File: src/rtl/pipe_ctrl_pkg.sv
// Shared definitions for the 5-stage pipeline sequencer: FSM states and
// pipeline geometry used by the controller and its hazard detector.
package pipe_ctrl_pkg;

    typedef enum logic [1:0] {
        RUN    = 2'd0,
        DRAIN  = 2'd1,
        HALTED = 2'd2
    } pipe_state_e;

    localparam int REG_IDX_W_DEF = 2;
    localparam int NUM_STAGES    = 5;

endpackage

File: src/rtl/pipe_ctrl_raw_hazard_detect.sv
// Combinational RAW hazard detector: flags an ID source register that is still
// pending a write in EX, MA or WB (no forwarding, no regfile write-through).
module raw_hazard_detect
    import pipe_ctrl_pkg::*;
#(
    parameter int REG_IDX_W = REG_IDX_W_DEF
) (
    input  logic                 v_id,
    input  logic                 v_ex,
    input  logic                 v_ma,
    input  logic                 v_wb,
    input  logic                 jump,
    input  logic [REG_IDX_W-1:0] id_rs1,
    input  logic                 id_rs1_used,
    input  logic [REG_IDX_W-1:0] id_rs2,
    input  logic                 id_rs2_used,
    input  logic [REG_IDX_W-1:0] ex_dst_reg,
    input  logic                 ex_reg_we,
    input  logic [REG_IDX_W-1:0] ma_dst_reg,
    input  logic                 ma_reg_we,
    input  logic [REG_IDX_W-1:0] wb_dst_reg,
    input  logic                 wb_reg_we,
    output logic                 haz
);

    logic hit_rs1;
    logic hit_rs2;

    always_comb begin
        hit_rs1 = (v_ex & ex_reg_we & (ex_dst_reg == id_rs1))
                | (v_ma & ma_reg_we & (ma_dst_reg == id_rs1))
                | (v_wb & wb_reg_we & (wb_dst_reg == id_rs1));
        hit_rs2 = (v_ex & ex_reg_we & (ex_dst_reg == id_rs2))
                | (v_ma & ma_reg_we & (ma_dst_reg == id_rs2))
                | (v_wb & wb_reg_we & (wb_dst_reg == id_rs2));
        // A resolving jump squashes the ID instruction, so it cannot stall.
        haz = ((id_rs1_used & hit_rs1) | (id_rs2_used & hit_rs2)) & v_id & ~jump;
    end

endmodule

File: src/rtl/pipe_ctrl.sv
// Pipeline sequencer for the IF/ID/EX/MA/WB core: RAW stalls, jump squash,
// debug halt drain/park, per-stage valid tokens and saturating event counters.
module pipe_ctrl
    import pipe_ctrl_pkg::*;
#(
    parameter int REG_IDX_W = REG_IDX_W_DEF,
    parameter int CNT_WIDTH = 16
) (
    input  logic                 clk,
    input  logic                 rst,
    input  logic [REG_IDX_W-1:0] id_rs1,
    input  logic                 id_rs1_used,
    input  logic [REG_IDX_W-1:0] id_rs2,
    input  logic                 id_rs2_used,
    input  logic [REG_IDX_W-1:0] ex_dst_reg,
    input  logic                 ex_reg_we,
    input  logic [REG_IDX_W-1:0] ma_dst_reg,
    input  logic                 ma_reg_we,
    input  logic [REG_IDX_W-1:0] wb_dst_reg,
    input  logic                 wb_reg_we,
    input  logic                 jump_flag_ma,
    input  logic                 halt_req,
    output logic                 pc_hold,
    output logic                 ifid_hold,
    output logic                 flush_if_id,
    output logic                 idex_bubble,
    output logic                 flush_id_ex,
    output logic                 flush_ex_ma,
    output logic                 halt_ack,
    output logic [CNT_WIDTH-1:0] stall_cnt,
    output logic [CNT_WIDTH-1:0] flush_cnt
);

    localparam int TOKENS = NUM_STAGES - 1;

    pipe_state_e          state_q, state_d;
    logic                 v_id_q, v_id_d;
    logic                 v_ex_q, v_ex_d;
    logic                 v_ma_q, v_ma_d;
    logic                 v_wb_q, v_wb_d;
    logic [CNT_WIDTH-1:0] stall_cnt_q, stall_cnt_d;
    logic [CNT_WIDTH-1:0] flush_cnt_q, flush_cnt_d;
    logic [TOKENS-1:0]    tokens;
    logic                 jump;
    logic                 haz;
    logic                 in_run;

    function automatic logic [CNT_WIDTH-1:0] sat_inc(input logic [CNT_WIDTH-1:0] c);
        return (&c) ? c : c + {{(CNT_WIDTH-1){1'b0}}, 1'b1};
    endfunction

    assign jump   = jump_flag_ma & v_ma_q;
    assign tokens = {v_wb_q, v_ma_q, v_ex_q, v_id_q};
    assign in_run = (state_q == RUN);

    raw_hazard_detect #(.REG_IDX_W(REG_IDX_W)) u_haz (
        .v_id        (v_id_q),
        .v_ex        (v_ex_q),
        .v_ma        (v_ma_q),
        .v_wb        (v_wb_q),
        .jump        (jump),
        .id_rs1      (id_rs1),
        .id_rs1_used (id_rs1_used),
        .id_rs2      (id_rs2),
        .id_rs2_used (id_rs2_used),
        .ex_dst_reg  (ex_dst_reg),
        .ex_reg_we   (ex_reg_we),
        .ma_dst_reg  (ma_dst_reg),
        .ma_reg_we   (ma_reg_we),
        .wb_dst_reg  (wb_dst_reg),
        .wb_reg_we   (wb_reg_we),
        .haz         (haz)
    );

    always_ff @(posedge clk) begin
        if (rst) begin
            state_q     <= RUN;
            v_id_q      <= 1'b0;
            v_ex_q      <= 1'b0;
            v_ma_q      <= 1'b0;
            v_wb_q      <= 1'b0;
            stall_cnt_q <= '0;
            flush_cnt_q <= '0;
        end else begin
            state_q     <= state_d;
            v_id_q      <= v_id_d;
            v_ex_q      <= v_ex_d;
            v_ma_q      <= v_ma_d;
            v_wb_q      <= v_wb_d;
            stall_cnt_q <= stall_cnt_d;
            flush_cnt_q <= flush_cnt_d;
        end
    end

    always_comb begin
        state_d = state_q;
        case (state_q)
            RUN:     if (halt_req) state_d = DRAIN;
            // Dropping the request mid-drain aborts back to normal fetch.
            DRAIN:   if (!halt_req) state_d = RUN;
                     else if (~|tokens) state_d = HALTED;
            HALTED:  if (!halt_req) state_d = RUN;
            default: state_d = RUN;
        endcase
    end

    // Jump beats hazard hold, which beats the drain bubble, so the PC always
    // takes a resolved jump target even while draining.
    always_comb begin
        pc_hold     = ~jump & (haz | ~in_run);
        ifid_hold   = haz;
        flush_if_id = jump | (~in_run & ~haz);
        idex_bubble = haz;
        flush_id_ex = jump;
        flush_ex_ma = jump;
        halt_ack    = (state_q == HALTED);
    end

    always_comb begin
        v_id_d      = flush_if_id ? 1'b0 : (ifid_hold ? v_id_q : 1'b1);
        v_ex_d      = (jump | haz) ? 1'b0 : v_id_q;
        v_ma_d      = jump ? 1'b0 : v_ex_q;
        v_wb_d      = v_ma_q;
        stall_cnt_d = idex_bubble ? sat_inc(stall_cnt_q) : stall_cnt_q;
        flush_cnt_d = jump ? sat_inc(flush_cnt_q) : flush_cnt_q;
    end

    assign stall_cnt = stall_cnt_q;
    assign flush_cnt = flush_cnt_q;

endmodule
File: config.mk
export PLATFORM = sky130hd
export DESIGN_NAME = pipe_ctrl
export DESIGN_NICKNAME = d
export VERILOG_FILES = /design/src/rtl/pipe_ctrl_pkg.sv /design/src/rtl/pipe_ctrl_raw_hazard_detect.sv /design/src/rtl/pipe_ctrl.sv
export SDC_FILE = /design/constraint.sdc
export NUM_CORES = 1
export LEC_CHECK = 0
export ABC_AREA = 1
export ABC_CLOCK_PERIOD_IN_PS = 1820
export BUFFER_PORTS_ARGS = -buffer_cell sky130_fd_sc_hd__buf_4
export CAP_MARGIN = 10
export CORE_UTILIZATION = 25
export CTS_BUF_LIST = sky130_fd_sc_hd__clkbuf_2 sky130_fd_sc_hd__clkbuf_4 sky130_fd_sc_hd__clkbuf_8
export DETAILED_ROUTE_END_ITERATION = 12
export GPL_TIMING_DRIVEN = 1
export HOLD_SLACK_MARGIN = 0.05
export PLACE_DENSITY = 0.49
export SYNTH_ARGS = -nofsm -noshare
export SYNTH_HDL_FRONTEND = slang
export SYNTH_SLANG_ARGS = --single-unit
File: constraint.sdc
create_clock -name clk -period 1.82 [get_ports clk]
set_input_delay 0.182 -clock clk [delete_from_list [all_inputs] [get_ports clk]]
set_output_delay 0.182 -clock clk [all_outputs]
set_load 0.005 [all_outputs]
# == After elaboration in Yosys (flattened, before gate mapping) ==
# Cells that the tools add are included.
# totals
input_bits,19
elab_cells,64
output_inout_bits,39
register_bits,38
# classes
addsub,2
n_reduce_logical,10
bitwise,29
n_eq_ne,11
n_mux,5
# ops
cell,n
$add 16x1->16 const B,2
$reduce_and 16->1,2
$and 1x1->1,16
$eq 2x2->1,6
$mux 2,4
$or 1x1->1,8
$pmux 2 s3,1
$reduce_or 2->1,3
$not 1->1,5
$ne 2x2->1 const B,2
$reduce_and 2->1,2
$reduce_or 4->1,1
$ne 3x3->1 const B,1
$reduce_and 3->1,1
$eq 2x1->1 const B,1
$eq 2x2->1 const B,1
$logic_not 2->1,1

# == Longest topological paths before layout ==
# Gate-level depths: netlist of run 1.
# depth
word_depth,12
depth_mapped,12
ltp_nobuf,12

# == Modules after synthesis ==
# A second synthesis of run 1 with hierarchy kept.
# unflattened
cells_unflattened,388
area_unflattened_um2,2431.1
# modules_own_cells
module,n_inst,cells_per_inst,area_per_inst_um2,seq_area_each_um2
pipe_ctrl,1,335,2194.6,760.7
raw_hazard_detect,1,53,236.5,0.0

# == Worst setup path before layout of run 1 ==
# Ideal clock, no wire load.
# synth_path
path_kind,reg-to-reg
startpoint,"reg stall_cnt_q[1], in the netlist stall_cnt[1]"
endpoint,"reg stall_cnt_q[15], in the netlist stall_cnt[15]"
arrival_ps,1352
required_ps,1706
setup_time_ps,114
setup_slack_ps,354
n_path_buf,0
synth_period_minus_slack_ps,1466
stages_incl_launch_ff,13
path_cell_list,dfxtp_1 ha_1 nand2_1 nor2_4 nand2_2 nor2_2 nand2_2 nand3_1 nor2_1 nand2_1 nor2_1 nor2_1 nor2_1
# synth_between
elab_chain_cells,3
elab_cells_between_ends,4
cone_classes,add/sub (1); bitwise (1); reduce/logical (2)
# synth_lines
element,line,rtl
"start, declared",pipe_ctrl.sv:41,"logic [CNT_WIDTH-1:0] stall_cnt_q, stall_cnt_d;"
"start signal, assigned",pipe_ctrl.sv:90,stall_cnt_q <= stall_cnt_d;
"parallel branches: the longest is 3 deep, another holds $add 16x1->16",-,
# Parallel ways; which one is timed is not known.
# A chain may end at the register's enable or synchronous reset.

# == Worst setup path in the final report of run 1 ==
# layout_path
startpoint,reg v_ex_q
endpoint,out pc_hold
# layout_between
elab_chain_cells,10
elab_cells_between_ends,14
cone_classes,bitwise (14)
# layout_lines
element,line,rtl
"start, declared",pipe_ctrl.sv:38,"logic v_ex_q, v_ex_d;"
"start signal, assigned",pipe_ctrl.sv:87,v_ex_q <= v_ex_d;
$and 1x1->1 *,"pipe_ctrl_raw_hazard_detect.sv:30, pipe_ctrl_raw_hazard_detect.sv:33",
$and 1x1->1 (on tied branches),"pipe_ctrl_raw_hazard_detect.sv:30, pipe_ctrl_raw_hazard_detect.sv:33",
$or 1x1->1 (on tied branches),"pipe_ctrl_raw_hazard_detect.sv:31, pipe_ctrl_raw_hazard_detect.sv:34",
$or 1x1->1 (on tied branches),"pipe_ctrl_raw_hazard_detect.sv:32, pipe_ctrl_raw_hazard_detect.sv:35",
$and 1x1->1,pipe_ctrl_raw_hazard_detect.sv:37,haz = ((id_rs1_used & hit_rs1) | (id_rs2_used & hit_rs2)) & v_id & ~jump;
$or 1x1->1 *,pipe_ctrl_raw_hazard_detect.sv:37,
$and 1x1->1 * (2 in series),pipe_ctrl_raw_hazard_detect.sv:37,
$or 1x1->1 *,pipe_ctrl.sv:110,pc_hold = ~jump & (haz | ~in_run);
$and 1x1->1 *,pipe_ctrl.sv:110,
"end, declared",pipe_ctrl.sv:23,"output logic pc_hold,"
# Every way passes the cells marked *; elsewhere a longest branch is shown, timed or not.

==> reports/results.ini, run 1 <==
[yosys]
synth_edf_count = 0
synth.avg_cell_area_um2 = 6.59
ys_warn_count = 0
synthTopCellsByArea = dfxtp_1 32%, nand2_1 12%, inv_1 9.4%
async_flop_share = 0
ys.flop_type = dfxtp_1
synth_area_um2 = 2350
syn_nets = 378
ys_ff_latch = 38
synthCells = 357
post-synth-top-area-fraction = 0.324
yosysMostFrequentCell = nand2_1
yosysTopAreaCell = dfxtp_1
netlist_top_cells_count = 73 x nand2_1, 59 x inv_1, 48 x nor2_1
synth_cell_types = 36
yosysSeqAreaShare = 0.324

[clock_network]
cts_max_level = 2
cts_root_buf = clkbuf_8
clk_latency_ns = 0.29
clock_path_buffers = 2
cts_tree = yes
path_clk_slew_ns = 0.08
cts.sinks = 38
numCtsBuffers = 5

[sta]
slew_headroom = 0.716
fin_crit_sh = 0.953
clock.fmax_mhz = 577
worst_slack_ns = 0.0859
tightest_slew_ns = 0.426
report.final.slew_viol_count = 0
rsz0062_at_grt = yes
fin_hold_ws_ns = 0.147
final-hold-violation-count = 0
min_period_ns = 1.73
skew_ns = 0.00951
finalSetupTns_ns = 0
setup_viol = 0

[finish]
instances_no_fill = 531
fin_nets = 441
layout-drive-gt1-share = 0.271
n_antenna_cell = 0
syn_to_final_growth_pct = 30.9
fillCellCount = 1020

[global_route]
grt-ovfl-total = 0
track_usage = 0.133
grt_max_degree = 19
antenna_found_initial = 0
first_global_vias = 2335
grt_pass1_wl_mm = 10.7

[outcome]
status = finished clean

[routing]
ant_nets = 0
wire_per_inst_um = 11.3
viasPerCell = 4.41
drc = 0
drt_iter0_markers = 66
vias = 2343
dr.pass1.iters = 4
wirelength_mm = 5.99

[power_and_ir_drop]
swShare = 0.233
pwr-share-comb = 0.097
power_density_nw_per_um2 = 576
p_seq_frac = 0.480
clock_power_share = 0.423
p_leak_nw = 1.34
p_switching_w = 0.000413
internal_power_w = 0.00136
irDropWorstVdd_mv = 0.279

[floorplanning]
initial_core_util = 0.257
fp.coreArea_um2 = 9150
die_w_um = 99.0
dieHeight_um = 99.0
die_area_um2 = 9800
io_pins = 58
core.rowCount = 35

[placement]
dp.cells = 523
place_congestion = 0.806
io_buffers = 57
dpl_worst_slack_ns = 0.143
hpwl_mm = 4.61

[setup_path]
end_kind = output pin
cp.arrival_ns = 1.55
cp.required_ns = 1.64
cp_max_fo = 3
crit_type = reg -> out
setup.worst_path.start_class = flop

[hold_path]
min_path_type = in -> reg

[flow_run]
maxCapViolations = 0

path summary, 6_finish.rpt:
check | startpoint | end | slack (ns) | depth (start not counted)
worst max-delay path | v_ex_q | pc_hold | 0.09 | 9
worst max register to register | v_ex_q | stall_cnt[5] | 0.12 | 10
worst min register to register | v_ex_q | v_ma_q | 0.45 | 2
worst min-delay path | halt_req | state_q[0] | 0.15 | 3
flip-flops by register name, summed over array words and instances (netlist names):
signal     cells
v_ex_q         1
state_q        2
stall_cnt     16
v_id_q         1
v_wb_q         1
flush_cnt     16
v_ma_q         1
stage by stage:
stage / total power [W] / area, µm² / util
3_3_place_gp: 0.00104 / 2920 / 0.319
6_report: 0.00177 / 3080 / 0.336
3_5_place_dp: 0.00104 / 2920 / 0.319
2_1_floorplan: 0.000963 / 2350 / -
4_1_cts: 0.00181 / 3050 / 0.334
5_1_grt: 0.00187 / 3080 / 0.336
metal layers:
layer  GRT usage  vias to the layer above  share of wire
li1            -                     1254              -
met2       0.223                       52           0.46
met3      0.0376                        7          0.055
met5           0                        -              0
met1       0.167                     1030           0.47
met4      0.0379                        0         0.0098
cell type report:
cell class                      instances  area, µm²  share of cell area
Clock inverter                          1       30.0             0.00976
Inverter                               63        239              0.0777
Multi-Input combinational cell        246       1330               0.431
Clock buffer                            6       82.6              0.0268
Timing Repair Buffer                   66        495               0.161
Sequential cell                        38        766               0.249
Tap cell                              111        139              0.0451
worst max-delay path: stages, from the launching register on:
cell and delay [ns]:
dfxtp_2 0.35, nand2_1 0.09, a21oi_2 0.11, nand3_1 0.08, nand3_1 0.10, nand2_2 0.10, nand2_8 0.09, nand3_4 0.09
a21oi_2 0.14, buf_4 0.12
layout by cell type, fill, tap and decap left out, types with 4 or more instances in the layout:
| master | count |
|---|---|
| nor2_1 | 48 |
| a21oi_1 | 13 |
| xnor2_1 | 4 |
| nand3_1 | 20 |
| dfxtp_2 | 4 |
| nor3_1 | 9 |
| o21ai_0 | 11 |
| nand4_2 | 4 |
| clkbuf_8 | 6 |
| nand4_1 | 11 |
| o21bai_1 | 11 |
| nor2_2 | 4 |
| nor2_4 | 5 |
| dfxtp_1 | 34 |
| nand2_1 | 72 |
| inv_1 | 58 |
| buf_4 | 66 |
| nand2_2 | 7 |
| inv_2 | 4 |
repair_timing:
item,CTS,global route
setup endpoints to repair,4,8
hold buffers,0,0
pin swaps,1,1
gates resized for setup,3,9
setup buffers,1,0
cell families (layout without fill, tap and decap cells):
| group | after synthesis | count (layout) | share of synthesized area |
|---|---|---|---|
| AO/OA/AOI/OAI | 43 | 43 | 0.109 |
| XOR/XNOR | 5 | 5 | 0.0186 |
| adder cells (fa/ha/maj) | 2 | 2 | 0.0106 |
| buffers and inverters | 73 | 136 | 0.126 |
| flip-flops | 38 | 38 | 0.324 |
| AND/OR/NAND/NOR | 196 | 196 | 0.412 |
power groups by stage:
stage	clock [W]	sequential [W]	combinational, W
2_1_floorplan	0	0.000867	0.0000966
4_1_cts	0.000784	0.000851	0.000171
3_5_place_dp	0	0.000870	0.000168
3_3_place_gp	0	0.000869	0.000168
6_report	0.000749	0.000852	0.000172
5_1_grt	0.000822	0.000854	0.000193
(Power assumes the default switching activity.)
==> run 2: changes to the inputs <==
--- a/config.mk
+++ b/config.mk
@@ -5,8 +5,7 @@
 export SDC_FILE = /design/constraint.sdc
 export NUM_CORES = 1
 export LEC_CHECK = 0
-export ABC_AREA = 1
-export ABC_CLOCK_PERIOD_IN_PS = 1820
+export ABC_CLOCK_PERIOD_IN_PS = 2000
 export BUFFER_PORTS_ARGS = -buffer_cell sky130_fd_sc_hd__buf_4
 export CAP_MARGIN = 10
 export CORE_UTILIZATION = 25
==> constraint.sdc (replaced) <==
create_clock -name clk -period 2 [get_ports clk]
set_input_delay 0.2 -clock clk [delete_from_list [all_inputs] [get_ports clk]]
set_output_delay 0.2 -clock clk [all_outputs]
set_load 0.005 [all_outputs]
==> run 2 against run 1 <==
Net effect:
- die area down 13%
- worst hold slack better by 0.043 ns
- clock skew fell by 0.0047 ns
- via count down 13%
- count of clock-buffer cells in the layout is 1 higher
- combinational power is 17% lower
- non-clock buffer count grew 17
- largest cell class unchanged
==> reports/results.ini, run 2 <==
[setup_path]
critPathTopFamily = compound AO/OA/AOI/OAI gates
crit_type = reg -> out
cp_max_fo = 3
r2r_setup_slack_ns = 0.02
cp.required_ns = 1.80
r2r_start = v_wb_q
rr_endpoint = stall_cnt[6]
cp.arrival_ns = 1.79
crit_buf_inv = 1
setup.worst_path.start_class = flop
slowest_delay_ns = 0.36
slowest_stage = a211o_4
end_kind = output pin
r2r_cells = 10
worstPathCellList = and3_4, a32o_1, a211o_4, o21ai_4, o21ai_2, nand2_1, buf_6

[power_and_ir_drop]
irDropWorstVdd_mv = 0.291
p_leak_nw = 1.16
power_density_nw_per_um2 = 497

[finish]
final_cell_mix = 77 x buf_4, 36 x dfxtp_1, 32 x nor2_1, 15 x nand3_1, 14 x nand2_1
layout_commonest_cell = buf_4
syn_to_final_growth_pct = 42.9
layout-drive-gt1-share = 0.356
n_antenna_cell = 0
fin_nets = 344

[placement]
io_buffers = 57
dpl_worst_slack_ns = -0.0671
place_congestion = 0.758
hpwl_mm = 4.07

[floorplanning]
io_pins = 58
initial_core_util = 0.261
dieHeight_um = 92.3
die_w_um = 92.3
die_area_um2 = 8510
core.rowCount = 32
fp.coreArea_um2 = 7810

[clock_network]
clock_path_buffers = 2
cts_max_level = 2
numCtsBuffers = 5
cts_root_buf = clkbuf_8
path_clk_slew_ns = 0.07
cts_tree = yes
clk_latency_ns = 0.29
hold_buffers = 0
cts.sinks = 38

[sta]
fin_hold_ws_ns = 0.190
rsz0062_at_grt = yes
fin_crit_sh = 0.997
final-hold-violation-count = 0
min_period_ns = 1.99
skew_ns = 0.00479
setup_viol = 0
tightest_slew_ns = 0.458
worst_slack_ns = 0.00552
report.final.slew_viol_count = 0
clock.fmax_mhz = 501
slew_headroom = 0.694

[yosys]
synth_area_um2 = 2040
ys.flop_type = dfxtp_1
synthTopCellsByArea = dfxtp_1 37%, nor2_1 6.3%, xor2_1 5.6%
async_flop_share = 0
synth_cell_types = 47
synthCells = 243
synth_edf_count = 0
ys_ff_latch = 38
post-synth-top-area-fraction = 0.373
yosysSeqAreaShare = 0.373
yosysTopAreaCell = dfxtp_1
ys_warn_count = 0
syn_nets = 264
netlist_top_cells_count = 38 x dfxtp_1, 34 x nor2_1, 15 x nand2_1, 15 x nand3_1, 14 x a21oi_1
synth.avg_cell_area_um2 = 8.38
yosysMostFrequentCell = dfxtp_1

[outcome]
status = finished clean

[routing]
dr.pass1.iters = 4
vias = 2036
viasPerCell = 4.79
drt_iter0_markers = 90
wire_per_inst_um = 13.3
drc = 0
ant_nets = 0
wirelength_mm = 5.64

[hold_path]
min_path_type = in -> reg
hold_path.startpoint = halt_req
min_path_cells = 2
min_to = state_q[1]

[global_route]
first_global_vias = 2001
grt-ovfl-total = 0
track_usage = 0.138
antenna_found_initial = 0
grt_max_degree = 40
grt_pass1_wl_mm = 9.45

[flow_run]
maxCapViolations = 0

-- run 2: repair_timing --
item / in CTS / in global routing
resized for setup: 12 / 13
setup buffers: 4 / 3
pin swaps: 12 / 14
endpoints found under the setup margin: 4 / 15
-- run 2: worst max-delay path by stage --
stage / startpoint / cells after the start / slack, ns / end
6_report: v_wb_q / 7 / 0.006 / flush_if_id
5_1_grt: v_wb_q / 10 / -0.08 / stall_cnt[6]
4_1_cts: v_wb_q / 7 / -0.009 / flush_if_id
3_5_place_dp: wb_dst_reg[0] / 8 / -0.07 / stall_cnt[12]
3_3_place_gp: wb_dst_reg[0] / 8 / -0.09 / stall_cnt[12]
2_1_floorplan: stall_cnt[0] / 7 / 0.14 / stall_cnt[10]
-- run 2: per-layer routing --
| layer | wire, µm | up-vias | track usage |
|---|---|---|---|
| li1 | - | 1037 | - |
| met1 | 2610 | 950 | 0.173 |
| met2 | 2710 | 43 | 0.233 |
| met3 | 244 | 6 | 0.0299 |
| met4 | 78 | 0 | 0.0456 |
| met5 | 0 | - | 0 |
-- run 2: worst reg2reg max path, stage by stage, from the launching register on --
cell and delay [ns]:
dfxtp_2 0.34, nand3_1 0.09, nor2_2 0.13, a32oi_2 0.07, o211ai_2 0.16, buf_6 0.14
o21ai_4 0.07, buf_6 0.15, buf_6 0.13, or4_4 0.51, a21oi_2 0.13
-- run 2: cells by family (layout without fill, tap and decap cells) --
logic type	after synthesis	in the layout	synth area share
AND/OR/NAND/NOR	114	114	0.298
AO/OA/AOI/OAI	45	45	0.160
flip-flops	38	38	0.373
XOR/XNOR	22	22	0.0946
buffers and inverters	20	100	0.0491
adder cells (fa/ha/maj)	2	2	0.0123
multiplexers	2	2	0.0123
-- run 2: area by class of cell --
| cell class | count | area (µm²) |
|---|---|---|
| fill | 816 | 4900 |
| multi-input combinational | 185 | 1250 |
| sequential | 38 | 763 |
| timing repair buffer | 83 | 646 |
| tap | 102 | 128 |
| clock buffer | 7 | 83.8 |
| inverter | 10 | 37.5 |
-- run 2: through the flow --
stage	power [W]	cells	instance area [µm²]	utilization	setup TNS, ns
after floorplan	0.000846	243	2040	-	0
after global placement	0.000916	411	2670	0.342	-0.288
after detailed placement	0.000918	411	2670	0.342	-0.625
after CTS	0.00147	422	2830	0.363	-0.0217
after global routing	0.00152	425	2910	0.373	-0.579
final	0.00145	425	2910	0.373	0
-- run 2: power by group --
part           total (W)  internal (W)  leakage, nW  switching, W
sequential      0.000776      0.000764        0.308     0.0000113
combinational   0.000142     0.0000729        0.806     0.0000686
clock           0.000531      0.000267       0.0452      0.000263
